`config.mk`:
```
export PLATFORM = sky130hd
export DESIGN_NAME = edge_detector_bank
export DESIGN_NICKNAME = d
export VERILOG_FILES = /design/src/rtl/edge_detector_bank.sv
export SDC_FILE = /design/constraint.sdc
export NUM_CORES = 1
export LEC_CHECK = 0
export ABC_AREA = 1
export BUFFER_PORTS_ARGS = -buffer_cell sky130_fd_sc_hd__buf_2
export CAP_MARGIN = 40
export CORE_MARGIN = 4
export CORE_UTILIZATION = 50
export CTS_BUF_LIST = sky130_fd_sc_hd__clkbuf_4 sky130_fd_sc_hd__clkbuf_8 sky130_fd_sc_hd__clkbuf_16
export CTS_CLUSTER_DIAMETER = 80
export CTS_CLUSTER_SIZE = 25
export DETAILED_ROUTE_END_ITERATION = 7
export GPL_ROUTABILITY_DRIVEN = 0
export PLACE_DENSITY_LB_ADDON = 0.2
export SLEW_MARGIN = 20
export SYNTH_ARGS = -nofsm -noshare
export SYNTH_HDL_FRONTEND = slang
export SYNTH_SLANG_ARGS = --single-unit
```
`constraint.sdc`:
```
create_clock -name clk -period 1.15 [get_ports clk]
set_input_delay 0.115 -clock clk [delete_from_list [all_inputs] [get_ports clk]]
set_output_delay 0.115 -clock clk [all_outputs]
set_load 0.005 [all_outputs]
```
`src/rtl/edge_detector_bank.sv`:
```
// Multi-channel edge detector for slow SDIO control inputs.
// Each channel is synchronised, glitch-filtered, edge-qualified and flagged.
module edge_detector_bank #(
   parameter int   WIDTH       = 4,
   parameter int   SYNC_STAGES = 2,
   parameter int   FILTER_LEN  = 3,
   parameter logic RESET_LEVEL = 1'b0
) (
   input  logic               clk,
   input  logic               rst,
   input  logic [WIDTH-1:0]   sig,
   input  logic [2*WIDTH-1:0] mode,
   input  logic [WIDTH-1:0]   clr,
   output logic [WIDTH-1:0]   level,
   output logic [WIDTH-1:0]   pulse,
   output logic [WIDTH-1:0]   flag,
   output logic               irq
);

   localparam int          CW    = $clog2(FILTER_LEN + 1);
   localparam logic [CW:0] LIMIT = (CW+1)'(FILTER_LEN);

   logic r_irq;

   genvar g;
   generate
      for (g = 0; g < WIDTH; g++) begin : g_ch
         logic [SYNC_STAGES-1:0] r_sync;
         logic [CW-1:0]          r_cnt;
         logic                   r_level;
         logic                   r_pulse;
         logic                   r_flag;
         logic                   w_s;
         logic                   w_diff;
         logic                   w_fire;
         logic                   w_qual;

         assign w_s    = r_sync[SYNC_STAGES-1];
         assign w_diff = (w_s != r_level);
         assign w_fire = w_diff &&
                         (({1'b0, r_cnt} + (CW+1)'(1)) == LIMIT);

         // The new level is ~r_level: mode bit 0 qualifies rises, bit 1 falls
         assign w_qual = w_fire &&
                         (r_level ? mode[2*g+1] : mode[2*g]);

         always_ff @(posedge clk) begin
            if (rst) begin
               r_sync  <= {SYNC_STAGES{RESET_LEVEL}};
               r_cnt   <= '0;
               r_level <= RESET_LEVEL;
               r_pulse <= 1'b0;
               r_flag  <= 1'b0;
            end else begin
               r_sync  <= (r_sync << 1) | SYNC_STAGES'(sig[g]);
               r_pulse <= w_qual;
               r_flag  <= w_qual | (r_flag & ~clr[g]);
               if (w_fire) begin
                  r_level <= w_s;
                  r_cnt   <= '0;
               end else if (w_diff) begin
                  r_cnt   <= r_cnt + CW'(1);
               end else begin
                  r_cnt   <= '0;
               end
            end
         end

         assign level[g] = r_level;
         assign pulse[g] = r_pulse;
         assign flag[g]  = r_flag;
      end
   endgenerate

   always_ff @(posedge clk) begin
      if (rst) begin
         r_irq <= 1'b0;
      end else begin
         r_irq <= |flag;
      end
   end

   assign irq = r_irq;

endmodule
```
==> results.txt, run 1 <==
The flow ran to the end, and the final reports show no timing, DRC or antenna violations. The TritonCTS clock tree is done. The worst-skew pair later-pin latency came out at 0.31 ns.

The data required time at the worst endpoint is 1.41 ns. Across all register-to-register paths, the minimum setup slack is 0.15 ns. Dividing the detail-routed wire length by the instance count gives 9.40 um. The sequential-to-total area share from yosys stat came out at 50.0%. The clock transition at the register clock pins on the worst setup and hold paths after CTS is 0.08 ns.

The part of the cycle the worst path needs came out at 87.0%. Of the post-synthesis cell area, the dominant cell type holds 50.0%. The core utilization of the finished layout is 61.1%. Including well taps, the total number of placed cells is 195. The worst max-slew margin expressed relative to the limit is 88.4%. The area taken by multi-input logic gates is 363 sq um.

The die span in y came out at 56.2 um. The startpoint of the most critical hold path is clr[1]. The synthesized netlist contains 14 unique library cells. The number of cells on the worst hold path came out at 4. The CTS sink count is 29. The worst setup path is launched from a flip-flop.

The number of maximum-capacitance violations is 0. The worst setup path is of the reg2reg kind. From synthesis to final layout, the design area changed by 16.4%. The setup clock skew after layout came out at 0.00432 ns.

Counting along the longest clock path gives a buffer depth of 2. For this design the total switching power over the nets is 370 uW. The H-tree depth reported by CTS is 2. Ranked by total cell area, the synthesized netlist is headed by sky130_fd_sc_hd__dfxtp_1 50%, sky130_fd_sc_hd__inv_1 9.7%, sky130_fd_sc_hd__nand2_1 9.7%. For this block, the routed nets add up to 1940 um of wire. The number of antenna repair diodes came out at 0. The share of power burned in the clock network came out at 35.9%.

Net switching is 21.1% of the power. The count of port buffers added during placement came out at 30. The fraction of layout instances using a drive strength above 1 came out at 23.0%. For hold timing, the worst endpoint is g_ch[1].r_flag$_SDFF_PP0_.

During I/O placement, the number of pins put on the boundary was 31. The largest total area in the synthesized netlist belongs to sky130_fd_sc_hd__dfxtp_1. The number of design-rule violations left by the first detailed-router iteration is 18. Sequential cells burn 58.8% of the power. Data arrives at the worst endpoint at 1.26 ns.

The total leakage power is 0.000747 uW. The number of global-route vias before repair is 886. CTS placed an instance of sky130_fd_sc_hd__clkbuf_4 at the clock tree root. The post-synth net total came out at 171. Across the VDD grid, the largest voltage drop is 0.841 mV. The Yosys step of the flow raised 0 warnings.

The initial antenna violation count is 0. The worst reg2reg path startpoint is g_ch[1].r_cnt[0]$_SDFF_PP0_. After synthesis the netlist holds a flip-flop and latch count of 29. In this run the critical register-to-register path is captured at g_ch[1].r_cnt[0]$_SDFF_PP0_. The number of remaining DRC errors is 0. The final max-slew violation count is 0. The internal power of the cells totals 1380 uW. The floorplan row count is 17.

STA classifies the critical path endpoint as a flip-flop. In this run the cell area of the synthesized design comes to 1160 sq um. Leaving out filler cells and counting taps, the final layout contains 206. The mean instance size in the synthesized netlist came out at 7.79 sq um. Across all layers, the routed design uses 909 vias. Setup violations remaining at the end of the flow were counted as 0.

The initial core utilization is 52.5%. The worst reg-to-reg path cell count came out at 5. The actual transition at the worst max-transition pin is 0.174 ns. The die is 56.2 um wide.

Gates resized during post-CTS repair numbered 0. The count of final hold-check violations is 0. Counting every instance in the synthesized netlist gives 149. The most critical setup path has its startpoint at g_ch[1].r_cnt[0]$_SDFF_PP0_.

The total power per unit cell area is 1300 nW/um^2. The tightest min-delay check is of the in2reg type. The global router's overall resource usage is 13.5%. Entering global routing, the biggest net connects 10 pins. The first-pass detailed-route iteration total came out at 4. The area of the placeable core came out at 2210 sq um. The area of the die came out at 3160 sq um. Setup repair after global routing left no endpoint under its margin. The fill cell instance count of the final layout is 220.

Adding up every negative setup slack in the final design gives 0 ns. The first global-routing pass estimated 3280 um of wire. The combinational power share is 5.3%.

The sequential cells in the finished layout cover a total of 581 sq um. In this run the worst path has a maximum fanout of 2. The final critical-path required period came out at 1.00 ns. The detail route stage leaves a number of antenna-violating nets equal to 0.

The final layout contains 200 nets. The maximum clock frequency came out at 999 MHz. The post-detailed-route via-to-cell ratio is 4.41. The final HPWL from detailed placement is 1510 um. The residual overflow from global routing is 0. The total design power is 1750 uW. The TritonCTS buffer count is 5.
## power by group through the flow
stage	Sequential (uW)	Clock [uW]	Combinational (uW)
floorplan	1050	0	44.8
global placement	1050	0	79.3
detailed placement	1050	0	83.2
CTS	1030	654	93.9
global route	1030	708	106
finish	1030	629	92.3
## timing repair
action	4_1_cts	5_1_grt
hold endpoints to repair	4	0
setup buffers	0	0
hold buffers	4	0
## synthesized netlist by cell type
cell and instances:
sky130_fd_sc_hd__inv_2 1, sky130_fd_sc_hd__nor2_1 22, sky130_fd_sc_hd__dfxtp_1 29, sky130_fd_sc_hd__inv_1 30, sky130_fd_sc_hd__buf_6 1, sky130_fd_sc_hd__nand3b_1 2, sky130_fd_sc_hd__nand3_2 1, sky130_fd_sc_hd__o21ai_0 4
sky130_fd_sc_hd__nand3_1 11, sky130_fd_sc_hd__a31oi_1 1, sky130_fd_sc_hd__nor2_4 1, sky130_fd_sc_hd__ha_1 4, sky130_fd_sc_hd__nand2_1 30, sky130_fd_sc_hd__buf_4 12
## critical path, cell delays in order, from the launching register on
cell                      delay [ns]
sky130_fd_sc_hd__dfxtp_1        0.34
sky130_fd_sc_hd__inv_1          0.05
sky130_fd_sc_hd__ha_1           0.20
sky130_fd_sc_hd__nor2_1         0.15
sky130_fd_sc_hd__nand3_1        0.11
sky130_fd_sc_hd__nor2_1         0.09
## area by class of cell
class	count	share of cell area (%)
sequential	29	43.0
multi-input combinational	76	26.9
timing repair buffer	35	14.6
inverter	31	8.61
clock buffer	7	4.35
tap	28	2.59
## placed cells by master (no fill, tap or decap), drive strengths merged, types with 2 or more instances in the layout
cell,instances
nand2,30
ha,4
inv,31
dfxtp,29
buf,31
dlygate4sd3,4
clkbuf,7
nor2,23
o21ai,4
nand3,12
nand3b,2
## kinds of logic after synthesis
kind of cell	after synthesis	synth area share, %
DFF	29	50.0
and+or+nand+nor	67	24.7
adders and majority gates	4	4.31
buffers and inverters	44	18.8
AOI/OAI and AO/OA	5	2.26
## worst max-delay path by stage
stage | end | slack (ns) | cells after the start
3_3_place_gp | g_ch[2].r_cnt[0]$_SDFF_PP0_ | 0.20 | 5
3_5_place_dp | g_ch[0].r_cnt[0]$_SDFF_PP0_ | 0.17 | 5
5_1_grt | g_ch[1].r_cnt[1]$_SDFF_PP0_ | 0.04 | 5
2_1_floorplan | g_ch[0].r_flag$_SDFF_PP0_ | 0.25 | 6
4_1_cts | g_ch[1].r_cnt[0]$_SDFF_PP0_ | 0.14 | 5
6_report | g_ch[1].r_cnt[0]$_SDFF_PP0_ | 0.15 | 5
## sequential cells by signal, summed over array words and instances, names as in the netlist
| name | flops |
|---|---|
| g_ch.r_cnt | 8 |
| g_ch.r_flag | 4 |
| g_ch.r_pulse | 4 |
| g_ch.r_level | 4 |
| irq | 1 |
| g_ch.r_sync | 8 |
## stage by stage
step,worst slack (ns),hold slack (ns),cell area [sq um]
2_1_floorplan,0.252,0.222,1160
3_3_place_gp,0.203,0.313,1250
3_5_place_dp,0.167,0.325,1250
4_1_cts,0.143,0.0221,1350
5_1_grt,0.0389,0.0188,1350
6_report,0.149,0.0305,1350
## metal layers
| metal | vias up | routed length (um) | track usage [%] |
|---|---|---|---|
| met1 | 398 | 777 | 12.5 |
| met5 | - | 0 | 0 |
| met3 | 2 | 143 | 7.66 |
| met2 | 24 | 995 | 23.7 |
| met4 | 0 | 20 | 6.10 |
| li1 | 485 | - | - |
Power figures use the tool's default switching activity.
==> run 2, diff against run 1 <==
--- a/config.mk
+++ b/config.mk
@@ -9,12 +9,12 @@
 export BUFFER_PORTS_ARGS = -buffer_cell sky130_fd_sc_hd__buf_2
 export CAP_MARGIN = 40
 export CORE_MARGIN = 4
-export CORE_UTILIZATION = 50
+export CORE_UTILIZATION = 25
 export CTS_BUF_LIST = sky130_fd_sc_hd__clkbuf_4 sky130_fd_sc_hd__clkbuf_8 sky130_fd_sc_hd__clkbuf_16
 export CTS_CLUSTER_DIAMETER = 80
-export CTS_CLUSTER_SIZE = 25
 export DETAILED_ROUTE_END_ITERATION = 7
 export GPL_ROUTABILITY_DRIVEN = 0
+export GPL_TIMING_DRIVEN = 0
 export PLACE_DENSITY_LB_ADDON = 0.2
 export SLEW_MARGIN = 20
 export SYNTH_ARGS = -nofsm -noshare
==> run 2 against run 1 <==
- via count down 1.2%
- largest power group unchanged
- sequential share of layout area decreased by 3.3 points
- register-to-register slack improved by 0.02 ns
- largest cell class unchanged
- first-iteration DRC count rose by 130%
- clock skew up 0.0025 ns
- core utilization decreased by 28 points
- critical path depth shrank 3
- fmax fell by 1.0%
- die area increased by 84%
- highest routed layer unchanged
- sequential power about the same
- routed wire length increased by 4.7%
- clock-buffer cell count is 2 lower
==> results.txt, run 2 (synthesis results as in run 1) <==
The maximum number of pins on one net before global-route repair came out at 11. The post-detailed-route via-to-cell ratio came out at 3.76. Summing all non-filler instances in the final layout gives an area of 1460 sq um.

The worst setup path is captured at a primary output. The count of instances resized after the clock tree is built is 0. The wire length after detailed routing is 2030 um. The total design power is 1920 uW. For this run, the detailed router's first-pass iteration total came to 4. The residual overflow from global routing came out at 0. Global routing used 7.97% of the available tracks.

The TritonCTS buffer count is 5. The setup path with the least slack is of type reg2out. The clock transition at the register clock pins on the worst setup and hold paths after CTS is 0.07 ns.

The TritonCTS clock tree is done. The actual transition at the worst max-transition pin is 0.157 ns. For the final routed database, the setup TNS stands at 0 ns.

The average routed wire per standard cell came out at 8.49 um. The fraction of layout instances using a drive strength above 1 came out at 28.9%. For this run, the slowest stage of the critical path takes 0.40 ns. The number of buffers and inverters on the critical path is 2. Headroom to the max-slew limit came out at 89.4%.

The setup clock skew after layout is 0.00683 ns. At the placement stage, the worst setup path has a slack of 0.159 ns. The deepest clock path buffer count is 2. The count of final hold-check violations came out at 0.

The number of nets at the end of the flow came out at 208. The area of the die came out at 5800 sq um. The initial utilization of the core area, before any placement, comes to 26.3%. The fill cell instance count of the final layout is 495. The data required time at the worst endpoint is 1.03 ns.

The count of port buffers added during placement is 30. The number of buffers inserted for hold repair after clock tree synthesis is 0. The number of ports placed on the die boundary came out at 31.

The setup violation total in the final timing report is 0. After layout, the worst path uses 87.9% of the clock period. Setup repair after global routing left no endpoint under its margin.

The largest registers in the layout are g_ch.r_cnt: 8 flops, g_ch.r_sync: 8 flops. The total leakage power is 0.000807 uW. After floorplanning, the core was divided into 24 placement rows. The kind of cell with the highest combined delay along the critical path is flip-flops. The area growth from synthesis to final layout came out at 26.0%. The initial antenna violation count is 0. The highest net fanout along the worst path is 5. The repair_antennas step left the layout with diodes totalling 0. The min-delay analysis places its worst path in the category in2reg. Data on the critical path arrives at its endpoint at 0.90 ns. The maximum clock frequency came out at 989 MHz. The final max-slew violation count is 0. The H-tree depth reported by CTS is 2. VDD sags by at most 0.597 mV. The die span in y came out at 76.2 um. The number of vias in the routed layout is 898. The first global-routing pass estimated 3720 um of wire. The area of the placeable core came out at 4410 sq um. The number of global-route vias before repair is 899. The slowest cell on the critical path is sky130_fd_sc_hd__dfxtp_1. The cell sitting at the root of the clock tree is a sky130_fd_sc_hd__clkbuf_8. The final critical-path required period is 1.01 ns.

Detailed placement finished with a half-perimeter wire length of 1580 um. The worst setup path is launched from a flip-flop. In the layout the commonest cells are 30 x sky130_fd_sc_hd__inv_1, 30 x sky130_fd_sc_hd__nand2_1, 30 x sky130_fd_sc_hd__buf_2.

The smallest hold slack came out at 0.0350 ns. The first routing iteration left 41 violations. The number of maximum-capacitance violations came out at 0.

The number of buffers added for setup after CTS is 0. For this run, design rule violations remaining after detail routing come to 0. The floorplan step set the die width to 76.2 um. The placed instances occupy a cell area of 1380 sq um.

The CTS sink count came out at 29. The total power per unit cell area is 1310 nW/um^2. The run finished with clean final reports. Traced cell by cell, the critical path runs through buf_4 > buf_2. The worst setup margin came out at 0.139 ns. The count of nets left with antenna violations once routing finished came out at 0. Clock latency on the worst-skew pair, taken at its later pin, is 0.28 ns.
run 2: changes by cell type in the layout (fill, tap and decap cells not counted), sizes merged:
| cell | change |
|---|---|
| buf | +12 |
| clkbuf | -2 |
| dlygate4sd3 | -4 |
| clkinv | +2 |
| clkinvlp | +1 |
run 2: where the power goes:
part           internal (uW)  switching (uW)
sequential              1020            7.62
combinational           40.0            44.5
clock                    416             385
run 2: final timing paths:
check | cells past startpoint | startpoint | to | slack [ns]
max | 2 | g_ch[3].r_level$_SDFFE_PP0P_ | level[3] | 0.14
min | 3 | sig[0] | g_ch[0].r_sync[0]$_SDFF_PP0_ | 0.04
max reg2reg | 5 | g_ch[2].r_cnt[0]$_SDFF_PP0_ | g_ch[2].r_cnt[0]$_SDFF_PP0_ | 0.17
min reg2reg | 2 | g_ch[0].r_sync[0]$_SDFF_PP0_ | g_ch[0].r_sync[1]$_SDFF_PP0_ | 0.40
run 2: layout make-up:
cell class	instances	area, sq um	share of cell area (%)
clock buffer	5	68.8	4.70
timing repair buffer	30	150	10.3
buffer	13	101	6.93
sequential	29	581	39.7
clock inverter	3	17.5	1.20
tap	52	65.1	4.45
inverter	31	116	7.96
multi-input combinational	76	363	24.8
run 2: worst min-delay path: stages:
cell and delay, ns:
sky130_fd_sc_hd__buf_2 0.07, sky130_fd_sc_hd__inv_1 0.03, sky130_fd_sc_hd__nor2_1 0.06
run 2: per-stage QoR:
stage	std cells	util, %
after global routing	239	33.1
after global placement	231	31.2
after CTS	239	33.1
after floorplan	149	-
after detailed placement	231	31.2
final	239	33.1
run 2: per-layer routing:
metal	track usage, %	share of wire, %
met1	9.35	47
met2	11.7	42
met3	3.43	8.3
met4	5.24	2.5
met5	0	0
==> run 3, diff against run 2 <==
--- a/config.mk
+++ b/config.mk
@@ -16,6 +16,7 @@
 export GPL_ROUTABILITY_DRIVEN = 0
 export GPL_TIMING_DRIVEN = 0
 export PLACE_DENSITY_LB_ADDON = 0.2
+export RECOVER_POWER = 25
 export SLEW_MARGIN = 20
 export SYNTH_ARGS = -nofsm -noshare
 export SYNTH_HDL_FRONTEND = slang
==> constraint.sdc (replaced) <==
create_clock -name clk -period 1.05 [get_ports clk]
set_input_delay 0.105 -clock clk [delete_from_list [all_inputs] [get_ports clk]]
set_output_delay 0.105 -clock clk [all_outputs]
set_load 0.005 [all_outputs]
==> run 3 against run 2 <==
- routed wire length decreased by 0.54%
- cell area increased by 0.43%
- global-route usage unchanged
- sequential power increased by 9.7%
- final cell count unchanged
==> results.txt, run 3 (synthesis results as in run 1) <==
The post-detailed-route via-to-cell ratio came out at 3.76. The number of maximum-capacitance violations is 0. In this run the power density over the cells is 1430 nW/um^2. The setup clock skew after layout came out at 0.00738 ns. The number of ports placed on the die boundary came out at 31. The worst max-slew margin expressed relative to the limit came out at 74.8%. In the layout the commonest cells are 30 x sky130_fd_sc_hd__inv_1, 30 x sky130_fd_sc_hd__nand2_1, 29 x sky130_fd_sc_hd__buf_2. The number of placed cells counting well taps came out at 231. Setup violations remaining at the end of the flow were counted as 0.

The part of the cycle the worst path needs is 95.5%. The fraction of layout instances using a drive strength above 1 is 32.1%. The H-tree depth reported by CTS is 2. The maximum number of pins on one net before global-route repair is 11.

Clock latency on the worst-skew pair, taken at its later pin, is 0.28 ns. The remaining antenna violation count came out at 0. The CTS sink count came out at 29. The count of port buffers added during placement came out at 30. The largest voltage drop on the vdd net is 0.639 mV. The global router's overall resource usage came out at 7.97%. The fill cell instance count of the final layout is 494. Tracing the worst setup path back leads to its startpoint at g_ch[3].r_level$_SDFFE_PP0P_.

The maximum clock frequency came out at 997 MHz. The initial core utilization came out at 26.3%. The number of buffers inserted for hold repair after clock tree synthesis came out at 0. The count of final hold-check violations came out at 0. In the final layout, the registers with the most flip-flops are g_ch.r_cnt: 8 flops, g_ch.r_sync: 8 flops. The TritonCTS clock tree is done. The final HPWL from detailed placement came out at 1580 um.

The register area is 584 sq um. The worst setup slack for register-to-register paths is 0.09 ns. The number of design-rule violations left by the first detailed-router iteration is 35. The multi-input combinational cells in the finished layout cover a total of 373 sq um. The launching element type of the critical path is a flip-flop. The worst reg2reg path startpoint is g_ch[2].r_cnt[0]$_SDFF_PP0_. The smallest hold slack is 0.0254 ns. The initial antenna violation count is 0. The worst hold path class is in2reg. In this run the most critical hold path is launched from sig[0]. The total leakage power is 0.000800 uW. In this run the worst path has a maximum fanout of 5. Setup repair after global routing left no endpoint under its margin.

The final max-slew violation count is 0. The area growth from synthesis to layout is 26.5%. Summing all non-filler instances in the final layout gives an area of 1470 sq um.

The routed layout has 898 vias. The worst setup path is captured at a primary output. The clock transition at the register clock pins on the worst setup and hold paths after CTS came out at 0.07 ns. The total placed instance area came out at 1380 sq um. The root buffer cell chosen for the clock tree is sky130_fd_sc_hd__clkbuf_8.

The setup path with the least slack is of type reg2out. The longest clock path from root to sink contains 2 buffers. The number of remaining DRC errors came out at 0.

The x dimension of the die came out at 76.2 um. The first-pass GRT wire length came out at 3720 um. The residual overflow from global routing is 0. The area of the placeable core is 4410 sq um.

The average routed wire per standard cell came out at 8.44 um. The floorplan step defined a die boundary enclosing 5800 sq um. The final critical-path required period came out at 1.00 ns. The first-pass detailed-route iteration total came out at 4. The number of global-route vias before repair was 899. The actual transition at the worst max-transition pin came out at 0.377 ns. The data required time at the worst endpoint came out at 0.94 ns. The count of instances resized after the clock tree is built is 0.

The data arrival time of the critical path came out at 0.90 ns. The number of antenna diodes in the final layout is 0. The initialized floorplan defines 24 standard-cell rows. In the final timing run, aggregate negative setup slack is 0 ns. The number of setup buffers added after CTS is 0. The TritonCTS buffer count came out at 5. Once layout is complete, the cells apart from fillers number 239. The run finished with clean final reports.

The die span in y came out at 76.2 um. The wire length after detailed routing is 2020 um. The number of nets at the end of the flow is 208.
-- run 3: metrics by stage --
| step | setup slack, ns | power [uW] | util, % |
|---|---|---|---|
| after floorplan | 0.152 | 1200 | - |
| after global placement | 0.0781 | 1250 | 31.2 |
| after detailed placement | 0.0586 | 1250 | 31.2 |
| after CTS | 0.0265 | 2150 | 33.1 |
| after global routing | 0.00215 | 2220 | 33.3 |
| final | 0.0472 | 2100 | 33.3 |
-- run 3: power breakdown --
| group | internal (uW) | total, uW | switching [uW] |
|---|---|---|---|
| logic | 42.5 | 91.1 | 48.6 |
| clock network | 456 | 879 | 423 |
| registers | 1120 | 1130 | 8.44 |
| total | 1620 | 2100 | 480 |
-- run 3: worst paths after layout --
path	endpoint	depth (start not counted)
max	level[3]	2
min	g_ch[0].r_sync[0]$_SDFF_PP0_	3
max reg2reg	g_ch[2].r_cnt[0]$_SDFF_PP0_	5
min reg2reg	g_ch[1].r_cnt[0]$_SDFF_PP0_	1
-- run 3: per-layer routing --
metal  track usage, %  part of all wire [%]
met5                0                     0
met4             5.24                   2.5
met3             3.43                   8.6
met2             11.7                    43
met1             9.35                    46
-- run 3: critical path, cell delays in order (launching register included) --
cell and delay, ns:
sky130_fd_sc_hd__dfxtp_1 0.40, sky130_fd_sc_hd__buf_4 0.13, sky130_fd_sc_hd__buf_2 0.09
-- run 3: final cells by class --
type | instances | area share (%)
sequential | 29 | 39.8
multi-input combinational | 76 | 25.4
buffer | 13 | 6.47
clock inverter | 3 | 1.19
tap | 52 | 4.43
inverter | 31 | 7.92
clock buffer | 5 | 4.68
timing repair buffer | 30 | 10.1
